File: src/rtl/clock_set_if.sv
// Handshake/bus bundle between the digital-clock front end and its
// neighbours: raw buttons and the 1 Hz tick in, counter controls and display
// information out.
interface clock_set_if;
   logic       pulse_1s;
   logic       btn_mode_n;
   logic       btn_up_n;
   logic       btn_down_n;

   logic       enable_cnt_h;
   logic       enable_cnt_mi;
   logic       enable_cnt_s;
   logic       increase_h;
   logic       decrease_h;
   logic       increase_mi;
   logic       decrease_mi;
   logic       increase_s;
   logic       decrease_s;
   logic [1:0] mode;
   logic       blink;

   // Control block side: consumes buttons and tick, produces counter controls.
   modport slave (
      input  pulse_1s, btn_mode_n, btn_up_n, btn_down_n,
      output enable_cnt_h, enable_cnt_mi, enable_cnt_s,
             increase_h, decrease_h, increase_mi, decrease_mi,
             increase_s, decrease_s, mode, blink
   );

   // Environment side: drives buttons and tick, observes counter controls.
   modport master (
      output pulse_1s, btn_mode_n, btn_up_n, btn_down_n,
      input  enable_cnt_h, enable_cnt_mi, enable_cnt_s,
             increase_h, decrease_h, increase_mi, decrease_mi,
             increase_s, decrease_s, mode, blink
   );
endinterface

File: src/rtl/clock_set_ctrl.sv
// Front-end control stage of the digital clock: debounces the mode/up/down
// buttons, runs the RUN/SET mode FSM with an inactivity timeout, and produces
// the counter enables, the active-low adjust levels and the display blink.
// Every output is a flop; the flops load the values that take effect in the
// same cycle as a debounced edge, so a clean raw edge shows up on the
// outputs DEBOUNCE_CYCLES+2 clocks later.
module clock_set_ctrl #(
   parameter int DEBOUNCE_CYCLES = 500000,
   parameter int TIMEOUT_S       = 10
) (
   input  logic       clk,
   input  logic       rst,
   clock_set_if.slave bus
);

   typedef enum logic [1:0] {
      RUN    = 2'd0,
      SET_H  = 2'd1,
      SET_MI = 2'd2,
      SET_S  = 2'd3
   } mode_t;

   localparam int DB_W = (DEBOUNCE_CYCLES > 1) ? $clog2(DEBOUNCE_CYCLES) : 1;
   localparam int TO_W = (TIMEOUT_S > 1) ? $clog2(TIMEOUT_S + 1) : 1;
   localparam logic [DB_W-1:0] DB_LAST = DB_W'(DEBOUNCE_CYCLES - 1);
   localparam logic [TO_W-1:0] TO_LAST = TO_W'(TIMEOUT_S - 1);

   // Button bit positions inside the packed button vectors.
   localparam int B_MODE = 0;
   localparam int B_UP   = 1;
   localparam int B_DOWN = 2;

   // ---------------------------------------------------------------------
   // Debounce
   // ---------------------------------------------------------------------
   logic [2:0]      btn_raw;
   logic [2:0]      sync1;
   logic [2:0]      sync2;
   logic [2:0]      deb;
   logic [2:0]      deb_nx;
   logic [2:0]      db_fire;
   logic [DB_W-1:0] db_cnt [3];

   assign btn_raw = {bus.btn_down_n, bus.btn_up_n, bus.btn_mode_n};

   // Two-flop synchronizer for the asynchronous raw buttons.
   // NOTE: synchronizer and debounced levels reset to 1 (released); resetting
   // them to 0 would look like a press of every button as reset is released.
   always_ff @(posedge clk or negedge rst) begin
      if (!rst) begin
         sync1 <= '1;
         sync2 <= '1;
      end else begin
         // NOTE: non-blocking assignments let sync2 take the old sync1, giving
         // a true two-stage chain; blocking here would collapse it to one flop.
         sync1 <= btn_raw;
         sync2 <= sync1;
      end
   end

   // Decide which buttons accept their synced level this cycle.
   // NOTE: every always_comb output gets a default before any conditional
   // assignment, otherwise a path that skips it infers a latch.
   always_comb begin
      db_fire = '0;
      for (int i = 0; i < 3; i++) begin
         db_fire[i] = (sync2[i] != deb[i]) && (db_cnt[i] == DB_LAST);
      end
      deb_nx = (deb & ~db_fire) | (sync2 & db_fire);
   end

   // Stability counters and debounced levels.
   always_ff @(posedge clk or negedge rst) begin
      if (!rst) begin
         deb <= '1;
         for (int i = 0; i < 3; i++) begin
            db_cnt[i] <= '0;
         end
      end else begin
         deb <= deb_nx;
         for (int i = 0; i < 3; i++) begin
            if ((sync2[i] == deb[i]) || db_fire[i]) begin
               db_cnt[i] <= '0;
            end else begin
               db_cnt[i] <= db_cnt[i] + 1'b1;
            end
         end
      end
   end

   // ---------------------------------------------------------------------
   // Mode, timeout, masking and blink: next-state decode
   // ---------------------------------------------------------------------
   mode_t           mode_q;
   mode_t           mode_nx;
   logic [TO_W-1:0] to_cnt;
   logic [TO_W-1:0] to_cnt_nx;
   logic [1:0]      mask_q;      // [0] up, [1] down
   logic [1:0]      mask_nx;
   logic            blink_q;
   logic            blink_nx;
   logic            mode_press;
   logic            any_edge;
   logic            timeout_fire;
   logic            transition;
   logic            up_lvl;
   logic            down_lvl;

   assign mode_press = db_fire[B_MODE] & ~deb_nx[B_MODE];
   assign any_edge   = |db_fire;
   // A masked button behaves as released towards the counters.
   assign up_lvl     = deb_nx[B_UP]   | mask_nx[0];
   assign down_lvl   = deb_nx[B_DOWN] | mask_nx[1];

   // Timeout counting and mode sequencing; a mode press overrides a timeout.
   always_comb begin
      mode_nx      = mode_q;
      to_cnt_nx    = to_cnt;
      timeout_fire = 1'b0;

      if (mode_q == RUN) begin
         to_cnt_nx = '0;
      end else if (any_edge) begin
         to_cnt_nx = '0;
      end else if (bus.pulse_1s) begin
         if (to_cnt == TO_LAST) begin
            timeout_fire = 1'b1;
            to_cnt_nx    = '0;
         end else begin
            to_cnt_nx = to_cnt + 1'b1;
         end
      end

      if (mode_press) begin
         timeout_fire = 1'b0;
         to_cnt_nx    = '0;
         case (mode_q)
            RUN:     mode_nx = SET_H;
            SET_H:   mode_nx = SET_MI;
            SET_MI:  mode_nx = SET_S;
            default: mode_nx = RUN;
         endcase
      end else if (timeout_fire) begin
         mode_nx = RUN;
      end

      transition = mode_press | timeout_fire;

      // A button already held at a mode change stays masked until released.
      mask_nx = (mask_q | {2{transition}}) & ~{deb_nx[B_DOWN], deb_nx[B_UP]};

      if ((mode_nx == RUN) || transition) begin
         blink_nx = 1'b0;
      end else begin
         blink_nx = blink_q ^ bus.pulse_1s;
      end
   end

   // ---------------------------------------------------------------------
   // State and registered outputs
   // ---------------------------------------------------------------------
   logic       en_h_q,  en_mi_q,  en_s_q;
   logic       inc_h_q, dec_h_q;
   logic       inc_mi_q, dec_mi_q;
   logic       inc_s_q, dec_s_q;

   // Mode FSM state plus all outputs, derived from next-state values.
   always_ff @(posedge clk or negedge rst) begin
      if (!rst) begin
         mode_q   <= RUN;
         to_cnt   <= '0;
         mask_q   <= '0;
         blink_q  <= 1'b0;
         en_h_q   <= 1'b1;
         en_mi_q  <= 1'b1;
         en_s_q   <= 1'b1;
         inc_h_q  <= 1'b1;
         dec_h_q  <= 1'b1;
         inc_mi_q <= 1'b1;
         dec_mi_q <= 1'b1;
         inc_s_q  <= 1'b1;
         dec_s_q  <= 1'b1;
      end else begin
         mode_q   <= mode_nx;
         to_cnt   <= to_cnt_nx;
         mask_q   <= mask_nx;
         blink_q  <= blink_nx;
         en_h_q   <= (mode_nx == RUN) || (mode_nx == SET_H);
         en_mi_q  <= (mode_nx == RUN) || (mode_nx == SET_MI);
         en_s_q   <= (mode_nx == RUN) || (mode_nx == SET_S);
         inc_h_q  <= (mode_nx == SET_H)  ? up_lvl   : 1'b1;
         dec_h_q  <= (mode_nx == SET_H)  ? down_lvl : 1'b1;
         inc_mi_q <= (mode_nx == SET_MI) ? up_lvl   : 1'b1;
         dec_mi_q <= (mode_nx == SET_MI) ? down_lvl : 1'b1;
         inc_s_q  <= (mode_nx == SET_S)  ? up_lvl   : 1'b1;
         dec_s_q  <= (mode_nx == SET_S)  ? down_lvl : 1'b1;
      end
   end

   assign bus.mode          = mode_q;
   assign bus.blink         = blink_q;
   assign bus.enable_cnt_h  = en_h_q;
   assign bus.enable_cnt_mi = en_mi_q;
   assign bus.enable_cnt_s  = en_s_q;
   assign bus.increase_h    = inc_h_q;
   assign bus.decrease_h    = dec_h_q;
   assign bus.increase_mi   = inc_mi_q;
   assign bus.decrease_mi   = dec_mi_q;
   assign bus.increase_s    = inc_s_q;
   assign bus.decrease_s    = dec_s_q;

endmodule

File: src/flat_wrapper.sv
// flat-port wrapper written by rule: the top's interface ports become plain ports
module clock_set_ctrl_flat 
#(
   parameter int DEBOUNCE_CYCLES = 500000,
   parameter int TIMEOUT_S       = 10
)
  (clk, rst, bus_pulse_1s, bus_btn_mode_n, bus_btn_up_n, bus_btn_down_n, bus_enable_cnt_h, bus_enable_cnt_mi, bus_enable_cnt_s, bus_increase_h, bus_decrease_h, bus_increase_mi, bus_decrease_mi, bus_increase_s, bus_decrease_s, bus_mode, bus_blink);
  clock_set_if bus_i ();
  input  logic clk;
  input  logic rst;
  input wire logic [$bits(bus_i.pulse_1s)-1:0] bus_pulse_1s;
  input wire logic [$bits(bus_i.btn_mode_n)-1:0] bus_btn_mode_n;
  input wire logic [$bits(bus_i.btn_up_n)-1:0] bus_btn_up_n;
  input wire logic [$bits(bus_i.btn_down_n)-1:0] bus_btn_down_n;
  output wire logic [$bits(bus_i.enable_cnt_h)-1:0] bus_enable_cnt_h;
  output wire logic [$bits(bus_i.enable_cnt_mi)-1:0] bus_enable_cnt_mi;
  output wire logic [$bits(bus_i.enable_cnt_s)-1:0] bus_enable_cnt_s;
  output wire logic [$bits(bus_i.increase_h)-1:0] bus_increase_h;
  output wire logic [$bits(bus_i.decrease_h)-1:0] bus_decrease_h;
  output wire logic [$bits(bus_i.increase_mi)-1:0] bus_increase_mi;
  output wire logic [$bits(bus_i.decrease_mi)-1:0] bus_decrease_mi;
  output wire logic [$bits(bus_i.increase_s)-1:0] bus_increase_s;
  output wire logic [$bits(bus_i.decrease_s)-1:0] bus_decrease_s;
  output wire logic [$bits(bus_i.mode)-1:0] bus_mode;
  output wire logic [$bits(bus_i.blink)-1:0] bus_blink;
  assign bus_i.pulse_1s = bus_pulse_1s;
  assign bus_i.btn_mode_n = bus_btn_mode_n;
  assign bus_i.btn_up_n = bus_btn_up_n;
  assign bus_i.btn_down_n = bus_btn_down_n;
  assign bus_enable_cnt_h = bus_i.enable_cnt_h;
  assign bus_enable_cnt_mi = bus_i.enable_cnt_mi;
  assign bus_enable_cnt_s = bus_i.enable_cnt_s;
  assign bus_increase_h = bus_i.increase_h;
  assign bus_decrease_h = bus_i.decrease_h;
  assign bus_increase_mi = bus_i.increase_mi;
  assign bus_decrease_mi = bus_i.decrease_mi;
  assign bus_increase_s = bus_i.increase_s;
  assign bus_decrease_s = bus_i.decrease_s;
  assign bus_mode = bus_i.mode;
  assign bus_blink = bus_i.blink;
  clock_set_ctrl #(.DEBOUNCE_CYCLES(DEBOUNCE_CYCLES), .TIMEOUT_S(TIMEOUT_S)) u_core (.clk(clk), .rst(rst), .bus(bus_i));
endmodule
File: config.mk
export PLATFORM = sky130hd
export DESIGN_NAME = clock_set_ctrl_flat
export DESIGN_NICKNAME = d
export VERILOG_FILES = /design/src/rtl/clock_set_if.sv /design/src/rtl/clock_set_ctrl.sv /design/src/flat_wrapper.sv
export SDC_FILE = /design/constraint.sdc
export NUM_CORES = 1
export LEC_CHECK = 0
export BUFFER_PORTS_ARGS = -buffer_cell sky130_fd_sc_hd__buf_4
export CELL_PAD_IN_SITES_DETAIL_PLACEMENT = 1
export CELL_PAD_IN_SITES_GLOBAL_PLACEMENT = 1
export CORE_MARGIN = 5
export CORE_UTILIZATION = 50
export CTS_CLUSTER_DIAMETER = 120
export DETAILED_ROUTE_END_ITERATION = 8
export GPL_ROUTABILITY_DRIVEN = 0
export HOLD_SLACK_MARGIN = 0.05
export PLACE_DENSITY_LB_ADDON = 0.1
export SLEW_MARGIN = 25
export SYNTH_ARGS = -nofsm -noshare
export SYNTH_HDL_FRONTEND = slang
export SYNTH_SLANG_ARGS = --single-unit
File: constraint.sdc
create_clock -name clk -period 6.53 [get_ports clk]
set_input_delay 0.653 -clock clk [delete_from_list [all_inputs] [get_ports clk]]
set_output_delay 0.653 -clock clk [all_outputs]
set_load 0.1 [all_outputs]
==> out/results.tsv <==
stage	metric	value	unit
status	status	completed	
floorplanning	die_h	99.5	um
logic_synthesis	synth_edf_count	0	
critical_path	endpoint_kind	flop	
critical_path	slowest_delay	0.57	ns
detailed_routing	drc	0	
floorplanning	core	7770	um^2
global_routing	antenna_found_initial	0	
critical_path	start_kind	flop	
logic_synthesis	synth_top_area_cell	dfrtp_1	
sta	fin_worst_skew	0.0100	ns
global_routing	grt_pass1_vias	3039	
sta	final.min_clock_period	2.41	ns
critical_path	cp_max_fo	6	
power	intPower	0.000786	W
detailed_routing	via_per_inst	5.47	
clock_network	holdBufCountCts	0	
logic_synthesis	syn_area	4000	um^2
floorplanning	die_w	99.5	um
power	p_per_area	227	nW/um^2
critical_path	required	6.82	ns
sta	setup_viol	0	
critical_path	cp_num_buf_inv	0	
critical_path	path_depth	6	
logic_synthesis	syn-num-nets	403	
power	seq_power_share	52.7	%
logic_synthesis	synth_cells	390	
critical_path	arrival	2.70	ns
job	maxCapViolCount	0	
detailed_routing	firstDrtPassIters	4	
cells_and_area	diodes	0	
logic_synthesis	synthTopCellsByArea	dfrtp_1 (41%), dfstp_2 (12%), nor2_1 (7.0%), xor2_1 (7.0%), xnor2_1 (4.8%)	
logic_synthesis	synth_seq_area_share	53.1	%
logic_synthesis	ys_ff_latch	84	
global_routing	grt.overflow.total	0	
critical_path	cp_top_family	simple AND/OR/NAND/NOR gates	
logic_synthesis	yosysUniqueCellTypes	49	
power	p_clk_share	44.5	%
cells_and_area	nets	422	
floorplanning	die_area	9890	um^2
sta	finalCritPeriodShare	37.0	%
clock_network	clock_latency	0.36	ns
critical_path	worst-r2r-setup-slack	4.12	ns
detailed_routing	finalWirelength	8370	um
worst_hold_path	holdCritPathClass	in -> async	
cells_and_area	final_area	4450	um^2
clock_network	tritoncts	done	
floorplanning	start_util	51.5	%
logic_synthesis	syn_area_per_cell	10.3	um^2
sta	maxSlewHeadroom	49.8	%
clock_network	postCtsResizedCells	0	
sta	final-max-slew-violation-count	0	
placement	place.port_buffers	17	
clock_network	cts_root_buffer	clkbuf_8	
sta	finalWorstSetupSlack	4.12	ns
critical_path	slowest_stage	or4b_1	
detailed_routing	num_vias	2824	
power	peakVddDrop	0.000123	V
logic_synthesis	synth_top_area_share	41.3	%
sta	max_freq	0.414	GHz
placement	dpl-instance-area	4200	um^2
critical_path	reg2regPathDepth	6	
clock_network	clk_pin_slew	0.09	ns
critical_path	worstReg2RegStart	u_core.db_cnt[7]	
critical_path	r2r_end	u_core.bus.decrease_h	
sta	hold_viol_final	0	
detailed_routing	wl_per_cell	16.2	um
clock_network	cts_post_setup_buffers_inserted	0	
logic_synthesis	synth_ff_type	dfrtp_1	
placement	dpl.hpwl	5570	um
placement	dp_slack	4.15	ns
power	power_switching	0.000227	W
logic_synthesis	yosys_warnings	0	
cells_and_area	drive_gt1_share	15.9	%
sta	grt_setup_unrepaired	false	
detailed_routing	drtIter0Drc	112	
cells_and_area	area_delta_synth_final	11.3	%
sta	tightest_slew	0.752	ns
clock_network	numCtsBuffers	9	
power	leakagePower	1.90	nW
detailed_routing	ant_nets	0	
critical_path	crit_chain	or4b_1 -> nor4_2 -> nor3b_2 -> mux2_2 -> nor2_1 -> nand3_1	
sta	setup_tns	0	ns
floorplanning	io_pins	18	
clock_network	cts.sinks	84	
global_routing	track_usage	18.5	%
clock_network	clockBufferDepth	2	
global_routing	grt_max_degree	85	
logic_synthesis	async_flop_share	100	%
critical_path	path_class	reg -> reg	
global_routing	grt_pass1_wl	14700	um
power	swShare	22.4	%
clock_network	htreeDepth	3	
floorplanning	row_count	32	
power	comb_power_share	2.9	%
## layout make-up
| cell class | instances | area (um^2) |
|---|---|---|
| well taps | 102 | 128 |
| clock inverters | 4 | 56.3 |
| multi-input cells | 284 | 1770 |
| flip-flops and latches | 84 | 2120 |
| clock buffers | 12 | 199 |
| inverters | 13 | 48.8 |
| repair buffers | 17 | 131 |
| fillers | 878 | 3310 |
## worst max-delay path by stage
| stage | startpoint | slack [ns] | endpoint |
|---|---|---|---|
| detailed placement | u_core.db_cnt[7] | 4.15 | u_core.bus.decrease_mi |
| global route | u_core.db_cnt[7] | 4.01 | u_core.bus.decrease_s |
| floorplan | u_core.bus.mode[0] | 4.04 | u_core.bus.mode[1] |
| CTS | u_core.db_cnt[7] | 4.12 | u_core.bus.decrease_mi |
| finish | u_core.db_cnt[7] | 4.12 | u_core.bus.decrease_h |
| global placement | u_core.db_cnt[7] | 4.22 | u_core.bus.decrease_mi |
## metal layers
| metal | vias to the layer above | track usage [%] | wire [um] |
|---|---|---|---|
| li1 | 1352 | - | - |
| met1 | 1437 | 24.1 | 3960 |
| met2 | 24 | 30.7 | 4140 |
| met3 | 11 | 4.42 | 177 |
| met4 | 0 | 5.88 | 95 |
| met5 | - | 0 | 0 |
## sequential cells by signal, indices dropped and copies added (netlist names), 2 cells and up
| name | cells |
|---|---|
| u_core.to_cnt | 4 |
| u_core.sync2 | 3 |
| u_core.deb | 3 |
| u_core.sync1 | 3 |
| u_core.bus.mode | 2 |
| u_core.db_cnt | 57 |
| u_core.mask_q | 2 |
## Yosys cell counts, types with 2 or more instances
cell type   n
and3_1      7
dfstp_2    18
nor2_1     75
clkbuf_1    3
xnor2_1    22
nor3_1      6
dfrtp_1    66
nand4_1     8
a22oi_1     4
and4_1      5
or3_1       4
mux2_2      2
o21ai_0     5
o22ai_1     2
nand3b_1    2
nand2_1    31
nand4bb_1   2
a21oi_1     7
or4b_1      2
buf_4       3
nor2b_1     2
nand4b_1    2
nor4_2      2
or2_2       2
buf_6       2
nand3_1    26
inv_1      13
ha_1        7
xor2_1     32
nand2b_1    2
and2_1      4
nor4_1      3
mux2i_1     2
a22o_2      2
## through the flow
| stage | std cells | util, % | hold WS (ns) | power, W |
|---|---|---|---|---|
| 6_report | 516 | 57.3 | 0.334 | 0.00101 |
| 3_5_place_dp | 500 | 54.0 | 0.347 | 0.000573 |
| 3_3_place_gp | 500 | 54.0 | 0.347 | 0.000572 |
| 2_1_floorplan | 390 | - | 0.345 | 0.000558 |
| 4_1_cts | 516 | 57.3 | 0.360 | 0.00102 |
| 5_1_grt | 516 | 57.3 | 0.353 | 0.00106 |
## cells by family after synthesis
kind of cell	Yosys count	synth area share, %
AND/OR/NAND/NOR	193	24.5
multiplexers	4	1.06
adder cells (fa/ha/maj)	7	2.19
buffers and inverters	22	2.75
XOR/XNOR	54	11.8
flip-flops	84	53.1
AO/OA/AOI/OAI	26	4.63
## cells in the final DEF, fill, tap and decap left out, types with 3 or more instances in the layout
cell type and instances:
or3_1 4, nor4_1 3, and4_1 5, nand3_1 26, dfstp_2 18, clkbuf_16 3, inv_1 13, nand2_1 31
xor2_1 32, ha_1 7, a21oi_1 7, o21ai_0 5, dfrtp_1 66, xnor2_1 22, and3_1 7, nand4_1 8
a22oi_1 4, nor2_1 75, nor3_1 6, and2_1 4, clkbuf_8 9, buf_4 16
## worst reg2reg max path, cell delays in order, from the launching register on
cell     delay, ns
dfrtp_1       0.45
or4b_1        0.57
nor4_2        0.33
nor3b_2       0.28
mux2_2        0.40
nor2_1        0.19
nand3_1       0.11
## power groups by stage
stage	combinational, W	sequential (W)	clock, W
after detailed placement	0.0000300	0.000543	0
after global placement	0.0000290	0.000543	0
final	0.0000291	0.000533	0.000450
after CTS	0.0000302	0.000533	0.000460
after global routing	0.0000340	0.000534	0.000496
after floorplan	0.0000158	0.000542	0
No activity file was read; power rests on OpenSTA's default activity.
